**src/rtl/bp_cfg_boot_sequencer.sv**
```systemverilog
// bp_cfg_boot_sequencer: config-link initiator that freezes, configures, unfreezes and verifies every core
module bp_cfg_boot_sequencer #(
  parameter int num_core_p = 1,
  parameter int cfg_addr_width_p = 16,
  parameter int cfg_data_width_p = 64,
  parameter int num_cce_instr_p = 256,
  parameter logic [cfg_data_width_p-1:0] boot_npc_p = 'h8000_0000,
  parameter int icache_mode_p = 1,
  parameter int dcache_mode_p = 1,
  parameter int cce_mode_p = 1,
  localparam int uw = num_cce_instr_p > 1 ? $clog2(num_cce_instr_p) : 1,
  localparam int cw = num_core_p > 1 ? $clog2(num_core_p) : 1
) (
  input  logic                        clk_i,
  input  logic                        reset_i,
  input  logic                        start_i,
  output logic [uw-1:0]               ucode_addr_o,
  input  logic [cfg_data_width_p-1:0] ucode_data_i,
  output logic                        cfg_v_o,
  input  logic                        cfg_ready_i,
  output logic                        cfg_w_o,
  output logic [cw-1:0]               cfg_core_o,
  output logic [cfg_addr_width_p-1:0] cfg_addr_o,
  output logic [cfg_data_width_p-1:0] cfg_data_o,
  input  logic                        cfg_resp_v_i,
  input  logic [cfg_data_width_p-1:0] cfg_resp_data_i,
  output logic                        busy_o,
  output logic                        done_o,
  output logic                        error_o
);
  localparam int aw = cfg_addr_width_p;
  localparam int dw = cfg_data_width_p;
  localparam logic [uw-1:0] last_i = uw'(num_cce_instr_p - 1);
  localparam logic [cw-1:0] last_core = cw'(num_core_p - 1);
  typedef enum logic [3:0] {
    IDLE, FREEZE, ICMODE, DCMODE, NPC, CCEMODE, UCODE, UNFREEZE, RD_REQ, RD_WAIT, DONE, ERROR
  } state_t;
  state_t state;
  logic [cw-1:0] core;
  logic [uw-1:0] ucode_i;
  logic hs;
  assign hs = cfg_v_o & cfg_ready_i;
  assign cfg_v_o = state inside {FREEZE, ICMODE, DCMODE, NPC, CCEMODE, UCODE, UNFREEZE, RD_REQ};
  assign cfg_w_o = state != RD_REQ;
  assign cfg_core_o = core;
  assign ucode_addr_o = ucode_i;
  // request address and payload are a pure function of the registered state and counters, so they hold through stalls
  always_comb begin
    cfg_addr_o = state == ICMODE  ? aw'(16'h0022)
               : state == DCMODE  ? aw'(16'h0042)
               : state == NPC     ? aw'(16'h0040)
               : state == CCEMODE ? aw'(16'h0081)
               : state == UCODE   ? aw'(32'h8000 + 32'(ucode_i))
               : aw'(16'h0002);
    cfg_data_o = state == FREEZE  ? dw'(1)
               : state == ICMODE  ? dw'(icache_mode_p)
               : state == DCMODE  ? dw'(dcache_mode_p)
               : state == NPC     ? boot_npc_p
               : state == CCEMODE ? dw'(cce_mode_p)
               : state == UCODE   ? ucode_data_i
               : '0;
  end
  // sequencer: per-core configure pass, unfreeze sweep, then freeze-register readback
  always_ff @(posedge clk_i) begin
    if (reset_i) begin
      state <= IDLE;
      core <= '0;
      ucode_i <= '0;
      busy_o <= 1'b0;
      done_o <= 1'b0;
      error_o <= 1'b0;
    end else begin
      case (state)
        IDLE: if (start_i) begin
          state <= FREEZE;
          core <= '0;
          busy_o <= 1'b1;
        end
        FREEZE: if (hs) state <= ICMODE;
        ICMODE: if (hs) state <= DCMODE;
        DCMODE: if (hs) state <= NPC;
        NPC: if (hs) state <= CCEMODE;
        CCEMODE: if (hs) state <= UCODE;
        UCODE: if (hs) begin
          if (ucode_i == last_i) begin
            ucode_i <= '0;
            core <= core == last_core ? '0 : core + 1'b1;
            state <= core == last_core ? UNFREEZE : FREEZE;
          end else ucode_i <= ucode_i + 1'b1;
        end
        UNFREEZE: if (hs) begin
          core <= core == last_core ? '0 : core + 1'b1;
          state <= core == last_core ? RD_REQ : UNFREEZE;
        end
        RD_REQ: if (hs) state <= RD_WAIT;
        RD_WAIT: if (cfg_resp_v_i) begin
          if (cfg_resp_data_i != '0) begin
            error_o <= 1'b1;
            busy_o <= 1'b0;
            state <= ERROR;
          end else if (core == last_core) begin
            done_o <= 1'b1;
            busy_o <= 1'b0;
            state <= DONE;
          end else begin
            core <= core + 1'b1;
            state <= RD_REQ;
          end
        end
        default: ;
      endcase
    end
  end
endmodule

```
**config.mk**
```make
export PLATFORM = sky130hd
export DESIGN_NAME = bp_cfg_boot_sequencer
export DESIGN_NICKNAME = d
export VERILOG_FILES = /design/src/rtl/bp_cfg_boot_sequencer.sv
export SDC_FILE = /design/constraint.sdc
export NUM_CORES = 1
export LEC_CHECK = 0
export BUFFER_PORTS_ARGS = -buffer_cell sky130_fd_sc_hd__buf_2
export CAP_MARGIN = 20
export CORE_AREA = 2 2 88 90
export DETAILED_ROUTE_END_ITERATION = 8
export DIE_AREA = 0 0 90 92
export SYNTH_ARGS = -nofsm -noshare
export SYNTH_HDL_FRONTEND = slang
export SYNTH_SLANG_ARGS = --single-unit
```
**constraint.sdc**
```tcl
create_clock -name clk_i -period 1.7 [get_ports clk_i]
set_clock_uncertainty 0.15 [all_clocks]
set_input_delay 0.17 -clock clk_i [delete_from_list [all_inputs] [get_ports clk_i]]
set_output_delay 0.17 -clock clk_i [all_outputs]
set_load 0.005 [all_outputs]
```
==> results of run 1 <==
-- cells by family (layout without fill, tap and decap cells) --
family | after synthesis | in the layout | synth area share, %
compound gates | 22 | 22 | 8.18
xor+xnor | 8 | 8 | 4.67
fa+ha+maj | 1 | 1 | 0.835
buf+inv | 25 | 251 | 9.18
flops | 15 | 15 | 20.0
mux | 1 | 1 | 0.751
other cells | 1 | 8 | 0.250
simple gates | 141 | 141 | 56.1
-- where the power goes --
group          switching [mW]  internal [mW]
Combinational           0.170          0.225
Sequential             0.0114          0.366
Clock                   0.131          0.166
Total                   0.313          0.757
-- state kept, by name, indices dropped and copies added (netlist names) --
register / count
busy_o: 1
done_o: 1
state: 4
ucode_addr_o: 8
error_o: 1
-- path summary, 6_finish.rpt --
path              slack [ps]                      endpoint
setup / recovery         -70                cfg_data_o[37]
hold / removal           110  ucode_addr_o[6]$_SDFFE_PP0P_
setup reg to reg          30  ucode_addr_o[4]$_SDFFE_PP0P_
hold reg to reg          300          error_o$_SDFFE_PP0P_
-- cells in the final DEF (no fill, tap or decap), types with 2 or more instances in the layout --
master / instances
a21oi_1: 11
a22oi_1: 2
and2_1: 58
and2_4: 8
and3_1: 2
buf_12: 2
buf_16: 2
buf_2: 211
buf_4: 19
buf_6: 8
clkbuf_8: 3
conb_1: 8
dfxtp_1: 12
dfxtp_4: 2
inv_1: 3
nand2_1: 14
nand2b_1: 2
nand3_1: 4
nand4_1: 8
nor2_1: 11
nor2b_1: 3
nor3_1: 5
nor4_1: 16
o21ai_0: 4
xnor2_1: 3
xor2_1: 5
-- per-stage QoR --
| stage | power [mW] | hold slack (ps) | utilization (%) | area [um^2] |
|---|---|---|---|---|
| 2_1_floorplan | 0.533 | 98.5 | - | 1530 |
| 3_3_place_gp | 0.729 | 288 | 36.9 | 2750 |
| 3_5_place_dp | 0.734 | 294 | 36.9 | 2750 |
| 4_1_cts | 1.05 | 108 | 39.0 | 2900 |
| 5_1_grt | 1.14 | 125 | 40.8 | 3040 |
| 6_report | 1.07 | 105 | 40.8 | 3040 |
-- area by class of cell --
type                       instances  area [um^2]
timing repair buffer             243         1410
multi-input combinational        181         1130
sequential                        15          309
tap                              102          128
fill                             772         4410
inverter                           4         18.8
clock buffer                       4         45.0
-- what timing repair did --
| item | CTS | global route |
|---|---|---|
| buffers inserted | 4 | 3 |
| resized for setup | 7 | 25 |
| pin swaps | 9 | 9 |
| gates cloned | 2 | 1 |
| hold buffers | 0 | 0 |
| endpoints found under the setup margin | 68 | 76 |
-- routing by layer --
| metal | wire (um) | track usage [%] | vias up |
|---|---|---|---|
| met1 | 2870 | 19.4 | 1035 |
| met4 | 63 | 3.85 | 0 |
| li1 | - | - | 1179 |
| met5 | 0 | 0 | - |
| met2 | 3390 | 25.8 | 102 |
| met3 | 368 | 1.56 | 4 |
==> results.md, run 1 <==
* Result of the run: finished with violations
* Layout-stage area growth over the synthesis result at 103%
* Most used flip-flop cell after synthesis: dfxtp_1
* Peak per-stage delay on the critical path at 350 ps
* # Max-Cap Violations at 0
* CTS max path bufs at 2
* Leading cell types by count after synthesis: and2_1, nor4_1, dfxtp_1, nand2_1
* Launch point of the worst hold path: reset_i
* Worst VDD drop at 185 uV
* Worst path setup slack after routing at -74.9 ps
* Core ar. at 7450 um^2
* Post-route DRC at 0
* Number of synthesized register bits at 15
* PortBufs at 218
* Starting DRT DRC Count at 99
* 1st-pass router iterations at 4
* Pwr dens at 352 nW/um^2
* Most repeated cell in the gate-level netlist after synthesis: and2_1
* Cell depth of the worst flop-to-flop path at 7
* Final count of hold timing violations at 0
* Class of the most critical setup path: flip-flop to primary output
* Min Clock Period, post-route at 1770 ps
* Crit. path cell count at 5
* Top Ports at 227
* Launching element of the worst setup path: state[0]$_SDFFE_PP0P_
* Synthesized netlist cell count at 214
* Ordered cell list for the critical path: and4bb_4 > buf_12 > clkbuf_16 > and2_1 > buf_2
* First-pass GRT wire length at 10300 um
* Sequential element share of the synthesized area at 20.0%
* Gr ovfl total at 0
* TritonCTS buffer count at 3
* R2r startpoint: state[0]$_SDFFE_PP0P_
* Detailed placement HPWL at 5240 um
* Number of nets in the finished design at 582
* TritonCTS clock tree: built
* Antenna diodes at 0
* Final setup fails at 33
* Number of library cell types mapped by synthesis at 36
* Register clock-pin slew on the reported worst setup and hold paths at 70 ps
* Number of enable flip-flop cells after synthesis at 0
* Arrival @ worst endpoint at 1450 ps
* Worst Setup End Kind: primary output
* Failing checks: negative setup slack
* Via density per instance at 4.23
* Summed instance area of the synthesized netlist at 1500 um^2
* Post-synthesis cell type with the largest combined area: and2_1
* Master cell of the clock root buffer: clkbuf_8
* Area enclosed by the die boundary at 8280 um^2
* Launching element type of the critical path: flip-flop
* Critical path buffer and inverter count at 3
* Clk Latency, worst-skew pair at 250 ps
* Share of async-settable or async-resettable flops after synthesis at 0%
* Largest cells by area after synthesis: and2_1, dfxtp_1, nor4_1, buf_4, nand2_1
* Final worst-path cycle share at 104%
* Slowest cell on the critical path: and4bb_4
* Starting density of the core at 20.1%
* Leakage power of the design at 1.70 nW
* Placed instance count at 535
* Number of global-route vias before repair at 2190
* Share of Yosys cell area claimed by the top area cell type at 27.1%
* Worst hold path type: primary input to flip-flop
* Largest delay contributor family on the critical path: simple AND/OR/NAND/NOR gates
* All-layer global routing usage at 14.8%
* TritonCTS Sinks at 15
* Antenna violations before repair at 0
* Maximum number of pins on one net before global-route repair at 34
* Setup TNS after final layout at -1530 ps
* Final slew viol count at 0
* Overall die width at 90 um
* Yosys Warn Count at 0
* H-Tree Depth at 1
* Depth of the worst hold-timing path at 2
* Fraction of final layout cells with drive strength greater than 1 at 60.2%
* Overall routed net length at 6690 um
* Timing-limited maximum frequency at 563 MHz
* RSZ-0062 raised after global routing: yes
* DP Worst Slack at 15.1 ps
* Vertical extent of the die at 92 um
* Detail Route Antenna Nets at 0
* CP Max Fanout at 8
* Mean Syn Cell Area at 7.00 um^2
* Non-filler instance count after layout at 549
* Critical path required time at 1380 ps
* Via count at 2320
* Avg WL per Cell at 12.2 um
* Rows at 32
* Weighted congestion reported at the end of routability-driven placement at 0.802
No activity file was read; power rests on OpenSTA's default activity.
==> run 2, diff against run 1 <==
CELL_PAD_IN_SITES_DETAIL_PLACEMENT = 0   (was unset)
CELL_PAD_IN_SITES_GLOBAL_PLACEMENT = 1   (was unset)
CORE_AREA = unset   (was 2 2 88 90)
CORE_ASPECT_RATIO = 0.8   (was unset)
CORE_MARGIN = 2   (was unset)
CORE_UTILIZATION = 17   (was unset)
CTS_CLUSTER_DIAMETER = 40   (was unset)
DIE_AREA = unset   (was 0 0 90 92)
GPL_TIMING_DRIVEN = 0   (was unset)
PLACE_DENSITY_LB_ADDON = 0.1   (was unset)
==> run 2 against run 1 <==
Effect of this change:
- the run still ends with negative setup slack left
- worst hold slack better by 24 ps
- largest cell class unchanged
- first-iteration DRC count down 20%
- routed wire length is 2.5% lower
- via count fell by 0.52%
- register-to-register slack barely moved
- setup slack worse by 60 ps
- critical endpoint is now cfg_addr_o[2]
- final area up 8.9%
- sequential cell count stayed put
- combinational power is 2% lower
- die area up 16%
- final cell count is 2.9% higher
- fmax fell by 3.3%
==> results.md, run 2 (synthesis results as in run 1) <==
* Gr ovfl total at 0
* Hold slack at 129 ps
* Overall power after layout at 1.06 mW
* Combinational group share of total power at 36.6%
* Number of nets in the finished design at 588
* Non-filler instance count after layout at 565
* Min Clock Period, post-route at 1840 ps
* Via density per instance at 4.08
* First-pass GRT wire length at 9500 um
* Launching element type of the critical path: flip-flop
* Critical path buffer and inverter count at 3
* Peak per-stage delay on the critical path at 390 ps
* Class of the most critical setup path: flip-flop to primary output
* Highest-count cells in the layout ignoring fill and taps: buf_2, buf_6, and2_4
* Post-route cell area at 3310 um^2
* Overall die width at 109 um
* Placed instance count at 551
* Starting DRT DRC Count at 79
* CTS max path bufs at 2
* CP Max Fanout at 8
* # Max-Cap Violations at 0
* Net switching fraction of the power at 28.9%
* Top Ports at 227
* Final count of hold timing violations at 0
* Number of flip-flops under the largest register name at 8
* Detailed placement HPWL at 5230 um
* TritonCTS buffer count at 3
* Most common cell after layout, fill and taps aside: buf_2
* Clk Latency, worst-skew pair at 240 ps
* Vertical extent of the die at 88.0 um
* Largest delay contributor family on the critical path: simple AND/OR/NAND/NOR gates
* Timing-limited maximum frequency at 545 MHz
* Master cell of the clock root buffer: clkbuf_8
* Antenna violations before repair at 0
* Register clock-pin slew on the reported worst setup and hold paths at 60 ps
* Relative contribution of the clock network to total power at 27.6%
* Power dissipated by switching net loads at 0.307 mW
* TritonCTS clock tree: built
* Rows at 30
* Arrival @ worst endpoint at 1520 ps
* Slowest cell on the critical path: and4bb_4
* H-Tree Depth at 1
* Worst path setup slack after routing at -135 ps
* Via count at 2308
* Instance area at placement at 2760 um^2
* Failing checks: negative setup slack
* Antenna diodes at 0
* Final slew viol count at 0
* Worst Setup End Kind: primary output
* Layout-stage area growth over the synthesis result at 121%
* Design internal power at 0.754 mW
* Overall routed net length at 6520 um
* Starting density of the core at 17.6%
* Maximum number of pins on one net before global-route repair at 11
* Proportion of power drawn by flip-flops and latches at 35.8%
* Ordered cell list for the critical path: and4bb_4 > clkbuf_16 > buf_8 > and2_1 > buf_2
* Detail Route Antenna Nets at 0
* Worst VDD drop at 211 uV
* Number of global-route vias before repair at 2173
* All-layer global routing usage at 12.2%
* Pwr dens at 320 nW/um^2
* Area enclosed by the die boundary at 9590 um^2
* Final setup fails at 67
* PortBufs at 218
* Worst hold path type: primary input to flip-flop
* TritonCTS Sinks at 15
* Final Core Density at 38.9%
* Weighted congestion reported at the end of routability-driven placement at 0.735
* Critical path required time at 1380 ps
* Fraction of final layout cells with drive strength greater than 1 at 66.4%
* Post-route DRC at 0
* Avg WL per Cell at 11.5 um
* Leakage power of the design at 1.77 nW
* 1st-pass router iterations at 4
* Result of the run: finished with violations
* Final worst-path cycle share at 108%
* RSZ-0062 raised after global routing: yes
* Core ar. at 8520 um^2
[run 2: changes by cell type in the layout (fill, tap and decap cells not counted), sizes merged]
cell / before / now
inv: 3 / 4
clkinvlp: 1 / 0
buf: 242 / 244
clkbuf: 5 / 8
dlygate4sd3: 0 / 1
[run 2: per-layer routing]
layer  GRT usage (%)  routed length (um)  share of wire [%]  vias up
li1                -                   -                  -     1194
met1            13.9                2510                 38      996
met2            23.7                3420                 52      118
met3            2.31                 594                9.1        0
met4            2.45                   0                  0        0
met5               0                   0                  0        -
[run 2: what timing repair did]
action,4_1_cts,5_1_grt
setup endpoints to repair,79,78
hold buffers,1,0
buffers inserted,4,3
endpoints found under the hold margin,1,0
cloned,3,0
pin swaps,21,15
gates resized for setup,50,72
[run 2: final timing paths]
path                         startpoint               endpoint  slack, ps  cells past startpoint
setup / recovery  state[0]$_SDFFE_PP0P_          cfg_addr_o[2]       -140                      5
hold / removal                  start_i    busy_o$_SDFFE_PP0P_        130                      3
setup reg to reg  state[0]$_SDFFE_PP0P_  state[0]$_SDFFE_PP0P_         20                      7
hold reg to reg    error_o$_SDFFE_PP0P_   error_o$_SDFFE_PP0P_        300                      2
[run 2: tightest hold or removal path: stages]
cell,delay [ps]
buf_2,80
a31oi_1,70
nor3_1,150
[run 2: stage by stage]
step	TNS, ps	worst slack, ps
3_5_place_dp	-7310	-242
5_1_grt	-10700	-187
6_report	-6710	-135
4_1_cts	-5160	-124
2_1_floorplan	0	148
3_3_place_gp	-5840	-203
[run 2: power by group through the flow]
stage | combinational, mW | clock, mW | sequential [mW]
after global placement | 0.355 | 0 | 0.382
final | 0.388 | 0.293 | 0.380
after global routing | 0.434 | 0.320 | 0.381
after CTS | 0.361 | 0.305 | 0.381
after floorplan | 0.153 | 0 | 0.380
after detailed placement | 0.356 | 0 | 0.382
[run 2: final cells by class]
cell class                      count  area (um^2)
Buffer                             20          191
Timing Repair Buffer              229         1420
Multi-Input combinational cell    181         1190
Tap cell                          112          140
Clock buffer                        4         45.0
Sequential cell                    15          310
Fill cell                         863         5210
Inverter                            4         17.5
